==> src/rtl/button_conditioner.sv <==
// Push-button conditioner for the reaction-timer front end.
// Each channel synchronises its raw pad level, debounces it with a
// four-state acceptance FSM, and emits a clean level plus one-cycle
// press / release pulses. The release pulse output is named
// release_pulse because "release" is a reserved word in SystemVerilog.
module button_conditioner #(
    parameter int N_BTN       = 3,
    parameter int SYNC_STAGES = 2,
    parameter int DB_CYCLES   = 2000000
) (
    input  logic             clk,
    input  logic             reset,
    input  logic [N_BTN-1:0] btn_raw,
    output logic [N_BTN-1:0] level,
    output logic [N_BTN-1:0] press,
    output logic [N_BTN-1:0] release_pulse
);

    localparam int CNT_W = (DB_CYCLES > 2) ? $clog2(DB_CYCLES) : 1;
    localparam logic [CNT_W-1:0] CNT_LAST = CNT_W'(DB_CYCLES - 1);
    localparam logic [CNT_W-1:0] CNT_ONE  = CNT_W'(1);

    localparam logic [1:0] IDLE0 = 2'd0;
    localparam logic [1:0] WAIT1 = 2'd1;
    localparam logic [1:0] IDLE1 = 2'd2;
    localparam logic [1:0] WAIT0 = 2'd3;

    for (genvar g = 0; g < N_BTN; g++) begin : g_ch
        logic [SYNC_STAGES-1:0] sync_q;
        logic                   btn_sync;
        logic [1:0]             state_q;
        logic [CNT_W-1:0]       cnt_q;
        logic                   level_q;
        logic                   press_q;
        logic                   rel_q;

        // Shift the asynchronous pad level through the synchroniser chain.
        always_ff @(posedge clk or negedge reset) begin
            if (!reset) begin
                sync_q <= '0;
            end else begin
                sync_q <= {sync_q[SYNC_STAGES-2:0], btn_raw[g]};
            end
        end

        assign btn_sync = sync_q[SYNC_STAGES-1];

        // Debounce FSM: a change is accepted only after DB_CYCLES stable samples.
        always_ff @(posedge clk or negedge reset) begin
            if (!reset) begin
                state_q <= IDLE0;
                cnt_q   <= '0;
                level_q <= 1'b0;
                press_q <= 1'b0;
                rel_q   <= 1'b0;
            end else begin
                press_q <= 1'b0;
                rel_q   <= 1'b0;
                case (state_q)
                    IDLE0: begin
                        if (btn_sync) begin
                            state_q <= WAIT1;
                            cnt_q   <= '0;
                        end
                    end
                    WAIT1: begin
                        if (!btn_sync) begin
                            state_q <= IDLE0;
                            cnt_q   <= '0;
                        end else if (cnt_q == CNT_LAST) begin
                            state_q <= IDLE1;
                            cnt_q   <= '0;
                            level_q <= 1'b1;
                            press_q <= 1'b1;
                        end else begin
                            cnt_q <= cnt_q + CNT_ONE;
                        end
                    end
                    IDLE1: begin
                        if (!btn_sync) begin
                            state_q <= WAIT0;
                            cnt_q   <= '0;
                        end
                    end
                    WAIT0: begin
                        if (btn_sync) begin
                            state_q <= IDLE1;
                            cnt_q   <= '0;
                        end else if (cnt_q == CNT_LAST) begin
                            state_q <= IDLE0;
                            cnt_q   <= '0;
                            level_q <= 1'b0;
                            rel_q   <= 1'b1;
                        end else begin
                            cnt_q <= cnt_q + CNT_ONE;
                        end
                    end
                    default: begin
                        state_q <= IDLE0;
                        cnt_q   <= '0;
                        level_q <= 1'b0;
                    end
                endcase
            end
        end

        assign level[g]         = level_q;
        assign press[g]         = press_q;
        assign release_pulse[g] = rel_q;
    end

endmodule
==> config.mk <==
export PLATFORM = sky130hd
export DESIGN_NAME = button_conditioner
export DESIGN_NICKNAME = d
export VERILOG_FILES = /design/src/rtl/button_conditioner.sv
export SDC_FILE = /design/constraint.sdc
export NUM_CORES = 1
export LEC_CHECK = 0
export BUFFER_PORTS_ARGS = -buffer_cell sky130_fd_sc_hd__buf_2
export CAP_MARGIN = 20
export CELL_PAD_IN_SITES_DETAIL_PLACEMENT = 1
export CELL_PAD_IN_SITES_GLOBAL_PLACEMENT = 1
export CORE_UTILIZATION = 48
export CTS_CLUSTER_DIAMETER = 100
export DETAILED_ROUTE_END_ITERATION = 10
export GPL_ROUTABILITY_DRIVEN = 0
export PLACE_DENSITY = 0.76
export SYNTH_ARGS = -nofsm -noshare
export SYNTH_HDL_FRONTEND = slang
export SYNTH_SLANG_ARGS = --single-unit
==> constraint.sdc <==
create_clock -name clk -period 2.6 [get_ports clk]
set_clock_uncertainty 0.1 [all_clocks]
set_input_delay 0.26 -clock clk [delete_from_list [all_inputs] [get_ports clk]]
set_output_delay 0.26 -clock clk [all_outputs]
set_load 0.03 [all_outputs]
==> out/summary.txt <==
Combinational Power Share: 11.0%
Initial antenna violation count: 0
Status: finished, final reports clean
Async SR Flop Fraction: 100%
Final instance area: 0.00476 mm²
Register area share after synthesis: 48.6%
Tcrit/Tclk final: 90.3%
Worst-Margin Slew: 0.784 ns
Syn-to-layout area delta: 10.1%
Vias: 3,634
Die Ht: 96.9 µm
FF+latch count, synth: 84
Num rows: 34
Net switching power: 0.740 mW
P_int: 2.01 mW
PwrDens: 578 mW/mm²
CP Max Fanout: 6
Clock Power Share: 38.3%
Most numerous cell in the Yosys netlist: dfrtp_1
Worst r2r src: g_ch[0].cnt_q[0]
Die area: 0.00939 mm²
RSZ-0062 raised after global routing: no
Hpwl dp: 7260 µm
Reg clk slew, reported paths: 0.09 ns
TritonCTS buffer count: 9
Largest net degree at the start of global routing: 46
Hold_buf cts: 4
Synth Area in Compound Gates: 18.8%
Syn Nets: 475
N_diodes: 0
Top-area cell type share of the netlist area: 48.6%
Syn avg cell area: 9.26 µm²
Sw Share: 26.9%
Hold Slack: 0.253 ns
I/O Buffers: 13
Setup Fix Bufs, Post-CTS: 0
Mapped cell area: 0.00433 mm²
CP required: 2.75 ns
Synth Instances: 467
Worst-case clock buffer depth: 2
Number of DRC violations after detailed-routing iteration 0: 160
Dpl cell area: 0.00450 mm²
Hold Crit Class: register to register
Total track usage: 23.9%
Max Slew Vio Count: 0
Synth Area in Adders: 0.868%
Leakage power: 2.01 nW
Post-Synth Simple-Gate Area: 23.9%
Layout Cells excl Fill: 594
Later-pin clock latency in the skew report: 0.36 ns
Crit path capture type: register
Reg2reg end: g_ch[0].cnt_q[20]
Largest family of logic cells by synthesized area: simple AND/OR/NAND/NOR gates
Final min period: 2.35 ns
Leading area contributor after synthesis: dfrtp_1
Layout cell share with drive strength beyond 1: 11.7%
First-pass GRT wire length: 18,300 µm
WP data arrival: 2.50 ns
Final global-route overflow total: 0
Clock Tree Root: clkbuf_8
Setup tns final: 0 ns
CORE AREA: 0.00872 mm²
Die Wd: 96.9 µm
Worst Hold End: g_ch[2].sync_q[1]
Sequential group share of total power: 50.7%
Post-synth EDFFs: 0
Yosys cell types: 50
Rel. slew slack: 47.6%
Reg2reg setup slack: 0.25 ns
Synth top area cells: dfrtp_1 (49%), a31oi_1 (4.5%), a21oi_1 (4.3%), nand3_1 (4.3%), nand2_1 (4.1%)
Post-synth top flop: dfrtp_1
Vias in the first global route: 3,760
Mux cell area share after synthesis: 1.91%
IO Pins: 14
Drt first pass iters: 4
Hold Path Stages: 0
R2R cell count: 7
# DRC: 0
Final setup vio count: 0
Crit path kind: register to register
CP Launch Type: register
H-tree Lvls: 3
Routed length per instance: 17.6 µm
Worst VDD drop: 0.284 mV
Total of max-cap violations: 0
Resized cells post-CTS: 0
Final net count: 489
Post-layout total power: 2.75 mW
Synth Area in XOR/XNOR: 0.810%
Initial Util: 49.6%
Yosys warnings: 0
Max Fclk: 426 MHz
Via-to-Cell Ratio: 6.12
Placed Cells: 574
Routed wire length: 10,500 µm
Post-synth top cells: dfrtp_1 (84), nand2_1 (47), a21oi_1 (37), nand3_1 (37), a31oi_1 (31)
Start point of the worst hold path: g_ch[2].sync_q[0]
Clock tree sinks: 84
Post-route ant nets: 0
Final hold vios: 0
TritonCTS clock tree: built
[power groups by stage]
stage | Clock [mW] | Sequential (mW) | Combinational [mW]
after floorplan | 0 | 1.41 | 0.186
after global placement | 0 | 1.42 | 0.282
after detailed placement | 0 | 1.42 | 0.298
after CTS | 1.08 | 1.39 | 0.308
after global routing | 1.13 | 1.40 | 0.345
final | 1.05 | 1.40 | 0.304
[layout by cell type, fill, tap and decap left out, types with 4 or more instances in the layout]
master / Yosys / layout
a41oi_1: 10 / 10
nand4_1: 18 / 18
mux2i_1: 6 / 6
or3_1: 5 / 5
buf_2: 1 / 12
nor3_1: 11 / 11
buf_4: 9 / 16
nand2_1: 47 / 47
dfrtp_1: 84 / 84
o21ai_0: 23 / 23
a22o_1: 8 / 8
inv_1: 15 / 15
nand2b_1: 10 / 10
clkbuf_8: 0 / 10
a21oi_1: 37 / 37
a21o_1: 5 / 5
and2_1: 6 / 6
dlygate4sd3_1: 0 / 4
nor4_1: 10 / 10
a31oi_1: 31 / 31
and3_1: 6 / 6
nand3_1: 37 / 37
nor2_1: 24 / 24
[registers in the layout (all words and copies together), names as in the netlist, named ones only]
signal / flops
g_ch.sync_q: 6
g_ch.level_q: 3
g_ch.cnt_q: 63
g_ch.press_q: 3
g_ch.rel_q: 3
g_ch.state_q: 3
[worst max-delay path by stage]
stage | from | slack [ns] | to
CTS | g_ch[0].cnt_q[0] | 0.25 | g_ch[0].cnt_q[20]
global route | g_ch[0].cnt_q[0] | 0.06 | g_ch[0].cnt_q[20]
global placement | g_ch[0].cnt_q[0] | 0.28 | g_ch[0].cnt_q[20]
detailed placement | g_ch[0].cnt_q[0] | 0.26 | g_ch[0].cnt_q[20]
finish | g_ch[0].cnt_q[0] | 0.25 | g_ch[0].cnt_q[20]
floorplan | g_ch[1].cnt_q[8] | 0.51 | g_ch[1].cnt_q[3]
[cell type report]
class / count / area [µm²]
Fill cell: 977 / 3960
Sequential cell: 84 / 2100
Multi-Input combinational cell: 338 / 2000
Timing Repair Buffer: 33 / 240
Clock buffer: 11 / 141
Tap cell: 108 / 135
Clock inverter: 5 / 83.8
Inverter: 15 / 56.3
[metrics by stage]
stage,setup WS (ns),utilization [%]
2_1_floorplan,0.509,-
3_3_place_gp,0.283,51.6
3_5_place_dp,0.262,51.6
4_1_cts,0.249,54.6
5_1_grt,0.0650,54.6
6_report,0.251,54.6
[metal layers]
metal	GRT usage (%)	wire length [µm]	vias to the layer above
met4	5.51	128	0
li1	-	-	1755
met3	4.84	183	16
met1	32.0	4930	1824
met5	0	0	-
met2	39.9	5220	39
[worst max-delay path, stage by stage, from the launching register on]
cell and delay [ns]:
dfrtp_1 0.43, ha_1 0.25, nand3_1 0.25, nor3_1 0.53, a21o_1 0.28, buf_4 0.17
a21oi_1 0.05, o22a_1 0.20
[cell families after synthesis]
kind of cell / after synthesis
AO/OA/AOI/OAI: 129
XOR/XNOR: 4
adder cells (fa/ha/maj): 3
buffers and inverters: 45
flip-flops: 84
multiplexers: 8
AND/OR/NAND/NOR: 194
Power figures use the tool's default switching activity.
